### src/rtl/pong_pkg.sv
// Shared constants for the pong input front end: default debounce time,
// channel numbering and the idle (released) level of every raw input.
package pong_pkg;

  // 10 ms at the 25 MHz pixel clock.
  localparam int DEBOUNCE_CYCLES_DEFAULT = 250000;

  localparam int NUM_CH = 6;

  typedef enum logic [2:0] {
    CH_RUP = 3'd0,
    CH_RDN = 3'd1,
    CH_LUP = 3'd2,
    CH_LDN = 3'd3,
    CH_RST = 3'd4,
    CH_SCR = 3'd5
  } ch_e;

  // Idle level per channel, indexed by ch_e: switches rest at 0,
  // active-low buttons rest at 1.
  localparam logic [NUM_CH-1:0] IDLE_MASK = 6'b110000;

endpackage

### src/rtl/debounce_channel.sv
// One conditioned input: two-flop synchroniser, stability counter that must
// see DEBOUNCE_CYCLES consecutive disagreeing samples before the debounced
// level follows, and a registered one-cycle pulse on each debounced 1->0.
module debounce_channel #(
  parameter int   DEBOUNCE_CYCLES = 250000,
  parameter logic IDLE_LEVEL      = 1'b0
) (
  input  logic clk,
  input  logic rst_n,
  input  logic raw,
  output logic deb,
  output logic fall_pulse
);

  localparam int CNT_W = (DEBOUNCE_CYCLES > 1) ? $clog2(DEBOUNCE_CYCLES) : 1;
  localparam logic [CNT_W-1:0] CNT_MAX = CNT_W'(DEBOUNCE_CYCLES - 1);

  logic             sync1_q, sync2_q;
  logic             deb_q, deb_d;
  logic             pulse_q, pulse_d;
  logic [CNT_W-1:0] cnt_q, cnt_d;

  // Any return to the debounced level restarts the count; no accumulation.
  always_comb begin
    deb_d = deb_q;
    cnt_d = cnt_q;
    if (sync2_q == deb_q) begin
      cnt_d = '0;
    end else if (cnt_q == CNT_MAX) begin
      deb_d = sync2_q;
      cnt_d = '0;
    end else begin
      cnt_d = cnt_q + 1'b1;
    end
    pulse_d = deb_q & ~deb_d;
  end

  // Reset returns everything to the idle level, so a button already held at
  // reset release must debounce again before it counts as a press.
  always_ff @(posedge clk or negedge rst_n) begin
    if (!rst_n) begin
      sync1_q <= IDLE_LEVEL;
      sync2_q <= IDLE_LEVEL;
      deb_q   <= IDLE_LEVEL;
      cnt_q   <= '0;
      pulse_q <= 1'b0;
    end else begin
      sync1_q <= raw;
      sync2_q <= sync1_q;
      deb_q   <= deb_d;
      cnt_q   <= cnt_d;
      pulse_q <= pulse_d;
    end
  end

  assign deb        = deb_q;
  assign fall_pulse = pulse_q;

endmodule

### src/rtl/input_conditioner.sv
// Conditions the pong board switches and buttons: six independent debounce
// channels, paddle up/down conflict resolution and button press pulses.
module input_conditioner
  import pong_pkg::*;
#(
  parameter int DEBOUNCE_CYCLES = DEBOUNCE_CYCLES_DEFAULT
) (
  input  logic clk,
  input  logic rst_n,
  input  logic raw_right_up,
  input  logic raw_right_down,
  input  logic raw_left_up,
  input  logic raw_left_down,
  input  logic raw_reset_button_n,
  input  logic raw_reset_score_n,
  output logic right_up,
  output logic right_down,
  output logic left_up,
  output logic left_down,
  output logic reset_button_n,
  output logic reset_score_n,
  output logic reset_press,
  output logic score_press
);

  logic [NUM_CH-1:0] raw_w;
  logic [NUM_CH-1:0] deb_w;
  logic [NUM_CH-1:0] fall_w;
  logic              unused_fall;

  assign raw_w = {raw_reset_score_n, raw_reset_button_n, raw_left_down,
                  raw_left_up, raw_right_down, raw_right_up};

  for (genvar i = 0; i < NUM_CH; i++) begin : g_ch
    debounce_channel #(
      .DEBOUNCE_CYCLES(DEBOUNCE_CYCLES),
      .IDLE_LEVEL     (IDLE_MASK[i])
    ) u_ch (
      .clk       (clk),
      .rst_n     (rst_n),
      .raw       (raw_w[i]),
      .deb       (deb_w[i]),
      .fall_pulse(fall_w[i])
    );
  end

  // Falling-edge pulses of the paddle switches have no consumer.
  assign unused_fall = &{1'b0, fall_w[CH_LDN], fall_w[CH_LUP],
                         fall_w[CH_RDN], fall_w[CH_RUP]};

  // Both directions held means the paddle holds position.
  assign right_up       = deb_w[CH_RUP] & ~deb_w[CH_RDN];
  assign right_down     = deb_w[CH_RDN] & ~deb_w[CH_RUP];
  assign left_up        = deb_w[CH_LUP] & ~deb_w[CH_LDN];
  assign left_down      = deb_w[CH_LDN] & ~deb_w[CH_LUP];
  assign reset_button_n = deb_w[CH_RST];
  assign reset_score_n  = deb_w[CH_SCR];
  assign reset_press    = fall_w[CH_RST];
  assign score_press    = fall_w[CH_SCR];

endmodule

### config.mk
export PLATFORM = sky130hd
export DESIGN_NAME = input_conditioner
export DESIGN_NICKNAME = d
export VERILOG_FILES = /design/src/rtl/pong_pkg.sv /design/src/rtl/debounce_channel.sv /design/src/rtl/input_conditioner.sv
export SDC_FILE = /design/constraint.sdc
export NUM_CORES = 1
export LEC_CHECK = 0
export CORE_MARGIN = 2
export CORE_UTILIZATION = 35
export CTS_CLUSTER_DIAMETER = 80
export CTS_CLUSTER_SIZE = 14
export DETAILED_ROUTE_END_ITERATION = 6
export SETUP_SLACK_MARGIN = 0.1
export SYNTH_ARGS = -nofsm -noshare
export SYNTH_HDL_FRONTEND = slang
export SYNTH_SLANG_ARGS = --single-unit
### constraint.sdc
create_clock -name clk -period 2.9 [get_ports clk]
set_input_delay 0.58 -clock clk [delete_from_list [all_inputs] [get_ports clk]]
set_output_delay 0.58 -clock clk [all_outputs]
set_load 0.02 [all_outputs]
==> results.env, run 1 <==
SYNTHCELLS=589
N_ANTENNA_CELL=0
FMAX_GHz=0.462
CRIT_PATH_CELL_TRACE='or4b_1 > or4_4 > o21ai_4 > nor2_1'
MAXCAPVIOLCOUNT=0
GRT_PASS1_WL_UM=20300
INITIAL_CORE_UTIL_PCT=36.1
DIE_WIDTH_UM=135
POST-CTS-SETUP-BUFFER-COUNT=0
NNETSFINAL=637
FINALSETUPTNS_NS=0
GR-USAGE-ALL-LAYERS_PCT=13.8
POWER_DENSITY_nW_PER_UM2=592
HOLD_PATH.CLASS='in2async'
NETLIST-CELL-TYPE-COUNT=39
ASYNC_RESET_FF_SHARE_PCT=100
ANTENNA_FOUND_INITIAL=0
COUNT_OF_FLIP_FLOPS_WITH_A_BUILT_IN_ENABLE_AFTER_SYNTHESIS=0
MIN_PERIOD_NS=2.17
FIN_WS_NS=0.734
CRITPATHREQUIREDTIME_NS=3.17
CORE.ROWCOUNT=47
POST_SYNTH.CELL_AREA_AVG_UM2=10.2
DRT_WL_TOTAL_UM=11300
IO_BUFFERS=15
DR.PASS1.ITERS=5
CTS_TREE='built'
MIN_PERIOD_OVER_PERIOD_PCT=74.7
AREA.GROWTH.SYNTH_TO_FINAL_PCT=18.0
CATEGORY_OF_THE_MOST_CRITICAL_SETUP_PATH='reg2reg'
CLOCK_LATENCY_NS=0.42
DP_WORST_SETUP_SLACK_NS=0.749
CRITICAL_PATH_SINK_TYPE='register'
GP_ROUTABILITY_CONGESTION=0.844
TOTAL_NETS_AFTER_SYNTHESIS=603
CRIT_PATH_TOP_DELAY_CELL='sky130_fd_sc_hd__or4_4'
SYNTH.FF_LATCH_COUNT=128
CLK_TRANSITION_REPORTED_PATHS_NS=0.06
YOSYSMOSTFREQUENTCELL='sky130_fd_sc_hd__dfrtp_1'
HOLDBUFCOUNTCTS=0
CTS-HTREE-LEVELS=4
FINAL_ANTENNA_NET_COUNT=0
DRT_ITER0_DRC=369
P_LEAK_uW=0.00281
SYNTH_TOP_AREA_CELL='sky130_fd_sc_hd__dfrtp_1'
RELSLEWSLACK_PCT=59.0
POST_CTS_RESIZE_COUNT=0
IO_PINS=16
NUMCLOCKSINKS=128
SYNTH_TOP_CELLS_BY_COUNT='sky130_fd_sc_hd__dfrtp_1 (122), sky130_fd_sc_hd__nor2_1 (113), sky130_fd_sc_hd__xnor2_1 (57), sky130_fd_sc_hd__nand3_1 (38), sky130_fd_sc_hd__nand4_1 (35)'
YOSYS.AREA.TOP_TYPE_SHARE_PCT=50.7
TRITONCTS.NUM_BUFFERS=17
RESULT_OF_THE_RUN='complete, no violations'
OVERFLOW=0
CTS.ROOT.BUFFER_CELL='sky130_fd_sc_hd__clkbuf_16'
ROUTED_WIRE_LENGTH_PER_INSTANCE_UM=13.2
CRIT-REG2REG-LAUNCH='g_ch[0].u_ch.cnt_q[13]$_DFF_PN0_'
DR_TOTAL_VIAS=4352
HOLD-WORST-SLACK_NS=0.185
FINALSETUPVIOLCOUNT=0
FIN_TOTAL_PWR_uW=4210
FINAL-MAX-SLEW-VIOLATION-COUNT=0
WORST-ENDPOINT-ARRIVAL_NS=2.44
YS.FLOP_TYPE='sky130_fd_sc_hd__dfrtp_1'
CP_SLOWEST_STAGE_DELAY_NS=0.54
FINALHOLDVIOLATIONS=0
DRC=0
CLOCK_SKEWS_NS=0.00848
SYNTHESIS.AREA_UM2=6030
YOSYS-TOP-CELLS-AREA='sky130_fd_sc_hd__dfrtp_1 (51%), sky130_fd_sc_hd__xnor2_1 (8.3%), sky130_fd_sc_hd__nor2_1 (7.0%), sky130_fd_sc_hd__xor2_1 (4.7%), sky130_fd_sc_hd__nand4_1 (3.6%)'
NUMBER_OF_GLOBAL_ROUTE_VIAS_BEFORE_REPAIR=4307
SETUP_REPAIR_AFTER_GLOBAL_ROUTING_MISSED_ITS_MARGIN='false'
DIE_AREA_UM2=18300
IR_DROP_V=0.000391
FINAL_LAYOUT_SIZE_SUFFIX_GT1_SHARE_PCT=9.59
NUMBER_OF_SYNTHESIS_WARNINGS=0
VIAS_PER_CELL=5.08
FP.COREAREA_UM2=16700
PLACE_HPWL_UM=7570
CRITPATHLAUNCHTYPE='register'
SYNTH.YOSYS.SEQ_AREA_SHARE_PCT=53.3
CRIT_START='g_ch[0].u_ch.cnt_q[13]$_DFF_PN0_'
TIGHTESTPINTRANSITION_NS=0.615
PATH_MAX_FANOUT=18
DIE-HEIGHT_UM=135
CLOCK_TREE.BUFFER_DEPTH=2
PIN_COUNT_OF_THE_BIGGEST_NET_ENTERING_GLOBAL_ROUTING=64
[where the power goes]
part / switching, uW / internal (uW) / total [uW] / leakage [uW]
Combinational: 79.9 / 42.2 / 122 / 0.000775
Clock: 780 / 1470 / 2250 / 0.000304
Sequential: 26.4 / 1820 / 1840 / 0.00173
[placed cells by master, fill, tap and decap left out, types with 7 or more instances in the layout]
cell type,count
sky130_fd_sc_hd__nor3_1,14
sky130_fd_sc_hd__clkdlybuf4s50_1,14
sky130_fd_sc_hd__nand4_1,35
sky130_fd_sc_hd__nand2_1,26
sky130_fd_sc_hd__or3_1,7
sky130_fd_sc_hd__xor2_1,32
sky130_fd_sc_hd__inv_1,18
sky130_fd_sc_hd__a21oi_1,12
sky130_fd_sc_hd__and4_1,9
sky130_fd_sc_hd__nand3_1,38
sky130_fd_sc_hd__o31ai_1,7
sky130_fd_sc_hd__xnor2_1,57
sky130_fd_sc_hd__buf_4,9
sky130_fd_sc_hd__nor2_1,113
sky130_fd_sc_hd__nor4_1,28
sky130_fd_sc_hd__clkbuf_16,17
sky130_fd_sc_hd__or4_1,8
sky130_fd_sc_hd__dfrtp_1,122
[registers in the layout, indices dropped and copies added, names as in the netlist]
register              count
g_ch.u_ch.cnt_q         108
g_ch.u_ch.deb             6
g_ch.u_ch.sync1_q         6
g_ch.u_ch.sync2_q         6
g_ch.u_ch.fall_pulse      2
[worst max-delay path, delay by kind of cell (launching register included)]
kind	cells	cell delay [ns]
AOI/OAI and AO/OA	1	0.41
DFF	1	0.44
and+or+nand+nor	3	1.17
[per-layer routing]
metal  routed length (um)  track usage (%)
met2                 5500             22.0
met5                    0                0
met3                  235             3.11
met1                 5370             17.6
met4                  224             7.00
[metrics by stage]
step | util, % | cell area (um^2) | instances
floorplan | - | 6030 | 589
global placement | 38.8 | 6480 | 824
detailed placement | 38.8 | 6480 | 824
CTS | 42.6 | 7110 | 856
global route | 42.6 | 7110 | 856
finish | 42.6 | 7110 | 856
[final cells by class]
class,count,area [um^2]
Inverter,18,67.6
Tap cell,220,275
Clock buffer,20,447
Clock inverter,12,185
Sequential cell,128,3210
Timing Repair Buffer,24,228
Multi-Input combinational cell,434,2700
Fill cell,1590,9590
[kinds of logic (layout without fill, tap and decap cells)]
kind of cell    after synthesis  count (layout)  share of synthesized area (%)
compound gates               31              31                           3.80
xor+xnor                     89              89                           12.9
fa+ha+maj                     6               6                           1.25
buf+inv                      27              74                           1.93
flops                       128             128                           53.3
mux                           7               7                           1.29
simple gates                301             301                           25.5
[path summary, 6_finish.rpt]
path                                               endpoint  slack, ns  depth (start not counted)
setup / recovery           g_ch[0].u_ch.cnt_q[10]$_DFF_PN0_       0.73                          4
min in group clk             g_ch[3].u_ch.sync2_q$_DFF_PN0_       0.34                          0
hold / removal              g_ch[4].u_ch.cnt_q[2]$_DFF_PN0_       0.18                          1
setup reg to reg           g_ch[0].u_ch.cnt_q[10]$_DFF_PN0_       0.73                          4
hold reg to reg              g_ch[3].u_ch.sync2_q$_DFF_PN0_       0.34                          0
max in group asynchronous        g_ch[5].u_ch.deb$_DFF_PN1_       1.92                          2
Power figures use the tool's default switching activity.
==> run 2, diff against run 1 <==
==> constraint.sdc (replaced) <==
create_clock -name clk -period 1.87 [get_ports clk]
set_input_delay 0.374 -clock clk [delete_from_list [all_inputs] [get_ports clk]]
set_output_delay 0.374 -clock clk [all_outputs]
set_load 0.02 [all_outputs]
==> results.env, run 2 (synthesized netlist as in run 1, its figures left out) <==
FIN_WS_NS=-0.0944  # -0.828 ns
IR_DROP_V=0.000517  # +32%
GR-USAGE-ALL-LAYERS_PCT=13.6  # -0.13 points
CTS-HTREE-LEVELS=4  # unchanged
CLOCK_LATENCY_NS=0.41  # about the same
CTS_TREE='built'
VIAS_PER_CELL=5.16  # +1.5%
MIN-DELAY-START='g_ch[3].u_ch.sync1_q$_DFF_PN0_'
DR_TOTAL_VIAS=4601  # +5.7%
CORE.ROWCOUNT=47  # unchanged
IO_PINS=16  # unchanged
FP.COREAREA_UM2=16700  # unchanged
ANTENNA_FOUND_INITIAL=0  # unchanged
FINALHOLDVIOLATIONS=0  # unchanged
DRT_WL_TOTAL_UM=11600  # +2.7%
PLACE_INST=851  # +3.3%
ROUTED_WIRE_LENGTH_PER_INSTANCE_UM=13.0  # -1.5%
FINAL_ANTENNA_NET_COUNT=0  # unchanged
DIE_WIDTH_UM=135  # unchanged
PIN_COUNT_OF_THE_BIGGEST_NET_ENTERING_GLOBAL_ROUTING=55  # -14%
HOLD_PATH.CLASS='reg2reg'
TIGHTESTPINTRANSITION_NS=0.372  # -0.244 ns
MIN_PERIOD_OVER_PERIOD_PCT=105  # +30 points
CRIT_PATH_TOP_DELAY_CELL='sky130_fd_sc_hd__or4_4'
CLOCK_TREE.BUFFER_DEPTH=2  # unchanged
TIMING.REG2REG.SETUP_SLACK_NS=-0.09  # -0.83 ns
SETUP_REPAIR_AFTER_GLOBAL_ROUTING_MISSED_ITS_MARGIN='true'
DRC=0  # unchanged
RELSLEWSLACK_PCT=75.2  # +16 points
CRIT-REG2REG-LAUNCH='g_ch[0].u_ch.cnt_q[10]$_DFF_PN0_'
CRITPATHREQUIREDTIME_NS=2.17  # -1.00 ns
TOP_REGISTER_BY_NUMBER_OF_FLIP_FLOPS='g_ch.u_ch.cnt_q'
LAYOUTNONFILLERINSTCOUNT=892  # +4.2%
CATEGORY_OF_THE_MOST_CRITICAL_SETUP_PATH='reg2reg'
OVERFLOW=0  # unchanged
INITIAL_CORE_UTIL_PCT=36.1  # unchanged
FINAL-MAX-SLEW-VIOLATION-COUNT=0  # unchanged
LAYOUT.CELLS.MOST_COMMON_LIST='sky130_fd_sc_hd__dfrtp_1 (114), sky130_fd_sc_hd__nor2_1 (112), sky130_fd_sc_hd__xnor2_1 (57), sky130_fd_sc_hd__nand3_1 (37), sky130_fd_sc_hd__buf_4 (37)'
NUMCLOCKSINKS=128  # unchanged
PATH_MAX_FANOUT=2  # -16
WORST-R2R-CELL-COUNT=4  # unchanged
GP_ROUTABILITY_CONGESTION=0.831  # -1.6%
DIE_AREA_UM2=18300  # unchanged
CRITICAL_PATH_SINK_TYPE='register'
POSTLAYOUTCOREUTIL_PCT=45.4  # +2.8 points
WORST-ENDPOINT-ARRIVAL_NS=2.26  # -0.18 ns
IO_BUFFERS=15  # unchanged
DRT_ITER0_DRC=210  # -43%
DIE-HEIGHT_UM=135  # unchanged
CRITPATHLAUNCHTYPE='register'
GRT_PASS1_WL_UM=20300  # unchanged
LARGEST_REGISTER_FFS=108  # unchanged
N_ANTENNA_CELL=0  # unchanged
FOOTPRINT_OF_THE_MULTI_INPUT_GATES_UM2=2860  # +6.1%
POWER_DENSITY_nW_PER_UM2=860  # +45%
REG2REG_TO='g_ch[0].u_ch.deb$_DFFE_PN0P_'
SEQ_AREA_UM2=3220  # +0.31%
AREA.GROWTH.SYNTH_TO_FINAL_PCT=25.9
FINALSETUPVIOLCOUNT=19  # +19
P_LEAK_uW=0.00309  # +9.7%
MIN_PERIOD_NS=1.96  # -0.202 ns
WHS_ENDPOINT='g_ch[3].u_ch.sync2_q$_DFF_PN0_'
HOLD-PATH-CELL-COUNT=0
FMAX_GHz=0.509  # +10%
CP_SLOWEST_STAGE_DELAY_NS=0.57  # +0.03 ns
MAXCAPVIOLCOUNT=0  # unchanged
FAILED_CHECKS='negative setup slack'
RESULT_OF_THE_RUN='finished with violations'
CRIT_PATH_CELL_TRACE='or4_1 > or4_4 > nor2_4 > mux2_4'
FINAL_LAYOUT_SIZE_SUFFIX_GT1_SHARE_PCT=18.3  # +8.7 points
NUMBER_OF_GLOBAL_ROUTE_VIAS_BEFORE_REPAIR=4553  # +5.7%
NNETSFINAL=673  # +5.7%
PLACE_HPWL_UM=7720  # +2.0%
WORST-PATH-BUF-INV=0  # unchanged
CTS.ROOT.BUFFER_CELL='sky130_fd_sc_hd__clkbuf_16'
FINALSETUPTNS_NS=-1.32  # -1.32 ns
NUM-FILL-CELLS=1526  # -4.0%
CRIT_FAMILY='simple AND/OR/NAND/NOR gates'
TRITONCTS.NUM_BUFFERS=17  # unchanged
CLOCK_SKEWS_NS=0.00884  # +0.000355 ns
CLK_TRANSITION_REPORTED_PATHS_NS=0.06  # about the same
HOLD-WORST-SLACK_NS=0.350  # +0.165 ns
LAYOUT_COMMONEST_CELL='sky130_fd_sc_hd__dfrtp_1'
DR.PASS1.ITERS=5  # unchanged
-- run 2: changes by cell type in the layout (fill, tap and decap cells not counted), sizes merged, moves of 2 or more --
cell           change
clkinv             -6
inv                +8
clkbuf             -2
clkdlybuf4s50      -6
buf               +34
dlygate4sd2        +5
clkinvlp           +2
-- run 2: area by class of cell --
type | instances | area share (%)
Multi-Input combinational cell | 434 | 37.8
Sequential cell | 128 | 42.5
Tap cell | 220 | 3.63
Inverter | 18 | 0.891
Clock buffer | 17 | 5.61
Timing Repair Buffer | 60 | 7.04
Clock inverter | 15 | 2.62
-- run 2: timing repair --
action | in CTS | in global routing
setup endpoints to repair | 28 | 68
resized for setup | 12 | 29
cloned | 0 | 2
endpoints found under the hold margin | 25 | 0
pin swaps | 4 | 9
hold buffers | 1 | 0
buffers inserted | 0 | 6
-- run 2: power breakdown --
group | switching [uW] | internal (uW)
clock | 1310 | 2140
sequential | 39.8 | 2820
combinational | 130 | 83.8
total | 1480 | 5050
-- run 2: per-stage QoR --
| step | power [uW] | instance area, um^2 | setup slack (ns) |
|---|---|---|---|
| CTS | 6610 | 7420 | -0.127 |
| finish | 6520 | 7590 | -0.0944 |
| global placement | 3110 | 6760 | -0.0918 |
| global route | 6790 | 7590 | -0.153 |
| detailed placement | 3120 | 6760 | -0.123 |
| floorplan | 3000 | 6080 | -0.132 |
-- run 2: routing by layer --
metal	routed length [um]	up-vias	GRT usage (%)	part of all wire [%]
li1	-	2216	-	-
met1	5340	2280	16.6	46
met2	5800	88	22.6	50
met3	288	17	3.33	2.5
met4	205	0	6.94	1.8
met5	0	-	0	0
-- run 2: worst max path at each step --
| stage | slack [ns] | startpoint | end | cells after the start |
|---|---|---|---|---|
| final | -0.09 | g_ch[0].u_ch.cnt_q[10]$_DFF_PN0_ | g_ch[0].u_ch.deb$_DFFE_PN0P_ | 4 |
| after global placement | -0.09 | g_ch[0].u_ch.cnt_q[10]$_DFF_PN0_ | g_ch[0].u_ch.deb$_DFFE_PN0P_ | 4 |
| after floorplan | -0.13 | g_ch[0].u_ch.cnt_q[10]$_DFF_PN0_ | g_ch[0].u_ch.deb$_DFFE_PN0P_ | 4 |
| after global routing | -0.15 | g_ch[0].u_ch.cnt_q[10]$_DFF_PN0_ | g_ch[0].u_ch.cnt_q[16]$_DFF_PN0_ | 5 |
| after CTS | -0.13 | g_ch[0].u_ch.cnt_q[4]$_DFF_PN0_ | g_ch[0].u_ch.deb$_DFFE_PN0P_ | 4 |
| after detailed placement | -0.12 | g_ch[0].u_ch.cnt_q[10]$_DFF_PN0_ | g_ch[0].u_ch.deb$_DFFE_PN0P_ | 4 |
==> run 3, diff against run 2 <==
--- a/config.mk
+++ b/config.mk
@@ -6,7 +6,7 @@
 export NUM_CORES = 1
 export LEC_CHECK = 0
 export CORE_MARGIN = 2
-export CORE_UTILIZATION = 35
+export CORE_UTILIZATION = 40
 export CTS_CLUSTER_DIAMETER = 80
 export CTS_CLUSTER_SIZE = 14
 export DETAILED_ROUTE_END_ITERATION = 6
==> results.env, run 3 (synthesized netlist as in run 1, its figures left out) <==
RESULT_OF_THE_RUN='finished with violations'
FAILED_CHECKS='negative setup slack'
CLK_TRANSITION_REPORTED_PATHS_NS=0.06  # about the same
GP_ROUTABILITY_CONGESTION=0.854  # +2.7%
FINALHOLDVIOLATIONS=0  # unchanged
FINALSETUPVIOLCOUNT=19  # unchanged
WORST-R2R-CELL-COUNT=4  # unchanged
CRITPATHREQUIREDTIME_NS=2.17  # about the same
LAYOUTNONFILLERINSTCOUNT=863  # -3.3%
REG2REG_TO='g_ch[0].u_ch.deb$_DFFE_PN0P_'
TIMING.REG2REG.SETUP_SLACK_NS=-0.11  # about the same
IO_PINS=16  # unchanged
CP_SLOWEST_STAGE_DELAY_NS=0.58  # about the same
CLOCK_SKEWS_NS=0.00791  # -0.000924 ns
FINAL-MAX-SLEW-VIOLATION-COUNT=0  # unchanged
HOLD_PATH.CLASS='reg2reg'
P_LEAK_uW=0.00314  # +1.6%
CLOCK_LATENCY_NS=0.42  # about the same
MAXCAPVIOLCOUNT=0  # unchanged
GR-USAGE-ALL-LAYERS_PCT=15.6  # +2.0 points
WORST-ENDPOINT-ARRIVAL_NS=2.27  # about the same
TOP_REGISTER_BY_NUMBER_OF_FLIP_FLOPS='g_ch.u_ch.cnt_q'
CLOCK_TREE.BUFFER_DEPTH=2  # unchanged
FINAL_ANTENNA_NET_COUNT=0  # unchanged
NUMBER_OF_GLOBAL_ROUTE_VIAS_BEFORE_REPAIR=4470  # -1.8%
SETUP_REPAIR_AFTER_GLOBAL_ROUTING_MISSED_ITS_MARGIN='true'
DRT_WL_TOTAL_UM=12300  # +5.3%
DIE-HEIGHT_UM=127  # -6.3%
VIAS_PER_CELL=5.28  # +2.3%
DRT_ITER0_DRC=184  # -12%
POSTLAYOUTCOREUTIL_PCT=52.2  # +6.8 points
POWER_DENSITY_nW_PER_UM2=839  # -2.4%
PATH_MAX_FANOUT=2  # unchanged
CRITPATHLAUNCHTYPE='register'
FIN_TOTAL_PWR_uW=6420  # -1.6%
NNETSFINAL=680  # +1.0%
CTS_TREE='built'
TRITONCTS.NUM_BUFFERS=17  # unchanged
ENDPOINT='g_ch[0].u_ch.deb$_DFFE_PN0P_'
MIN_PERIOD_NS=1.98  # +0.0133 ns
N_ANTENNA_CELL=0  # unchanged
PLACE_INST=817  # -4.0%
DR.PASS1.ITERS=4  # -1
FINAL_LAYOUT_SIZE_SUFFIX_GT1_SHARE_PCT=20.3  # +2.0 points
PLACE_HPWL_UM=7850  # +1.6%
LAYOUT.CELLS.MOST_COMMON_LIST='sky130_fd_sc_hd__dfrtp_1 (117), sky130_fd_sc_hd__nor2_1 (99), sky130_fd_sc_hd__xnor2_1 (57), sky130_fd_sc_hd__buf_4 (42), sky130_fd_sc_hd__nand3_1 (37)'
CRIT_START='g_ch[0].u_ch.cnt_q[10]$_DFF_PN0_'
CRIT_PATH_CELL_TRACE='or4_1 > or4_4 > nor2_4 > mux2_4'
AREA.GROWTH.SYNTH_TO_FINAL_PCT=27.0
FP.COREAREA_UM2=14600  # -12%
CORE.ROWCOUNT=44  # -6.4%
CTS.ROOT.BUFFER_CELL='sky130_fd_sc_hd__clkbuf_16'
FIN_WS_NS=-0.108  # -0.0133 ns
INITIAL_CORE_UTIL_PCT=41.1  # +5.1 points
ROUTED_WIRE_LENGTH_PER_INSTANCE_UM=14.2  # +8.9%
ANTENNA_FOUND_INITIAL=0  # unchanged
DIE_WIDTH_UM=127  # -6.3%
LAYOUT_COMMONEST_CELL='sky130_fd_sc_hd__dfrtp_1'
CRIT_PATH_TOP_DELAY_CELL='sky130_fd_sc_hd__or4_4'
STDCELL_AREA_UM2=7650  # +0.86%
DR_TOTAL_VIAS=4556  # -0.98%
CATEGORY_OF_THE_MOST_CRITICAL_SETUP_PATH='reg2reg'
LARGEST_REGISTER_FFS=108  # unchanged
OVERFLOW=0  # unchanged
CTS-HTREE-LEVELS=4  # unchanged
DRC=0  # unchanged
IO_BUFFERS=15  # unchanged
PIN_COUNT_OF_THE_BIGGEST_NET_ENTERING_GLOBAL_ROUTING=55  # unchanged
DP_WORST_SETUP_SLACK_NS=-0.117  # +0.00532 ns
TIGHTESTPINTRANSITION_NS=0.402  # +0.0308 ns
MIN_PERIOD_OVER_PERIOD_PCT=106  # +0.71 points
PLACE_AREA_UM2=6730  # -0.44%
DIE_AREA_UM2=16100  # -12%
FMAX_GHz=0.506  # -0.67%
CRITICAL_PATH_SINK_TYPE='register'
IR_DROP_V=0.000612  # +18%
NUMCLOCKSINKS=128  # unchanged
RELSLEWSLACK_PCT=72.9  # -2.3 points
GRT_PASS1_WL_UM=20500  # +1.1%
CRIT-REG2REG-LAUNCH='g_ch[0].u_ch.cnt_q[10]$_DFF_PN0_'
-- run 3: how the worst min path moves through the flow --
stage	from	end	slack, ns	depth (start not counted)
after global routing	raw_reset_score_n	g_ch[5].u_ch.sync1_q$_DFF_PN1_	0.36	1
after global placement	rst_n	g_ch[2].u_ch.cnt_q[12]$_DFF_PN0_	0.27	1
after detailed placement	rst_n	g_ch[2].u_ch.cnt_q[17]$_DFF_PN0_	0.27	1
after CTS	g_ch[2].u_ch.sync1_q$_DFF_PN0_	g_ch[2].u_ch.sync2_q$_DFF_PN0_	0.35	0
final	g_ch[2].u_ch.sync1_q$_DFF_PN0_	g_ch[2].u_ch.sync2_q$_DFF_PN0_	0.35	0
after floorplan	rst_n	g_ch[0].u_ch.cnt_q[0]$_DFF_PN0_	0.08	0
-- run 3: worst max-delay path: cells and delay by family (launching register included) --
family        cells  cell delay [ns]
mux               1             0.29
flops             1             0.37
simple gates      3             1.20
-- run 3: repair_timing --
| action | CTS | global route |
|---|---|---|
| hold endpoints to repair | 14 | 0 |
| resized for setup | 11 | 54 |
| cloned | 0 | 4 |
| pin swaps | 3 | 19 |
| endpoints found under the setup margin | 44 | 97 |
| setup buffers | 1 | 8 |
| hold buffers | 1 | 0 |
-- run 3: cell type report --
class,instances,area (um^2)
well taps,184,230
repair buffers,67,597
flip-flops and latches,128,3220
multi-input cells,434,2940
clock inverters,9,133
clock buffers,23,468
inverters,18,67.6
fillers,1262,6990
-- run 3: metal layers --
| metal | vias up | part of all wire [%] | global-route usage (%) |
|---|---|---|---|
| met1 | 2244 | 46 | 20.1 |
| met2 | 61 | 50 | 25.4 |
| li1 | 2231 | - | - |
| met5 | - | 0 | 0 |
| met4 | 0 | 1.6 | 6.53 |
| met3 | 20 | 2.7 | 3.80 |
-- run 3: metrics by stage --
stage | setup TNS, ns | hold WS [ns]
6_report | -1.76 | 0.347
5_1_grt | -3.04 | 0.363
4_1_cts | -1.86 | 0.350
3_5_place_dp | -1.05 | 0.275
3_3_place_gp | -0.605 | 0.269
2_1_floorplan | -1.33 | 0.0784
-- run 3: where the power goes --
group / total [uW] / switching [uW] / internal (uW)
Combinational: 244 / 147 / 96.2
Clock: 3320 / 1150 / 2160
Sequential: 2860 / 39.8 / 2820
Total: 6420 / 1340 / 5080
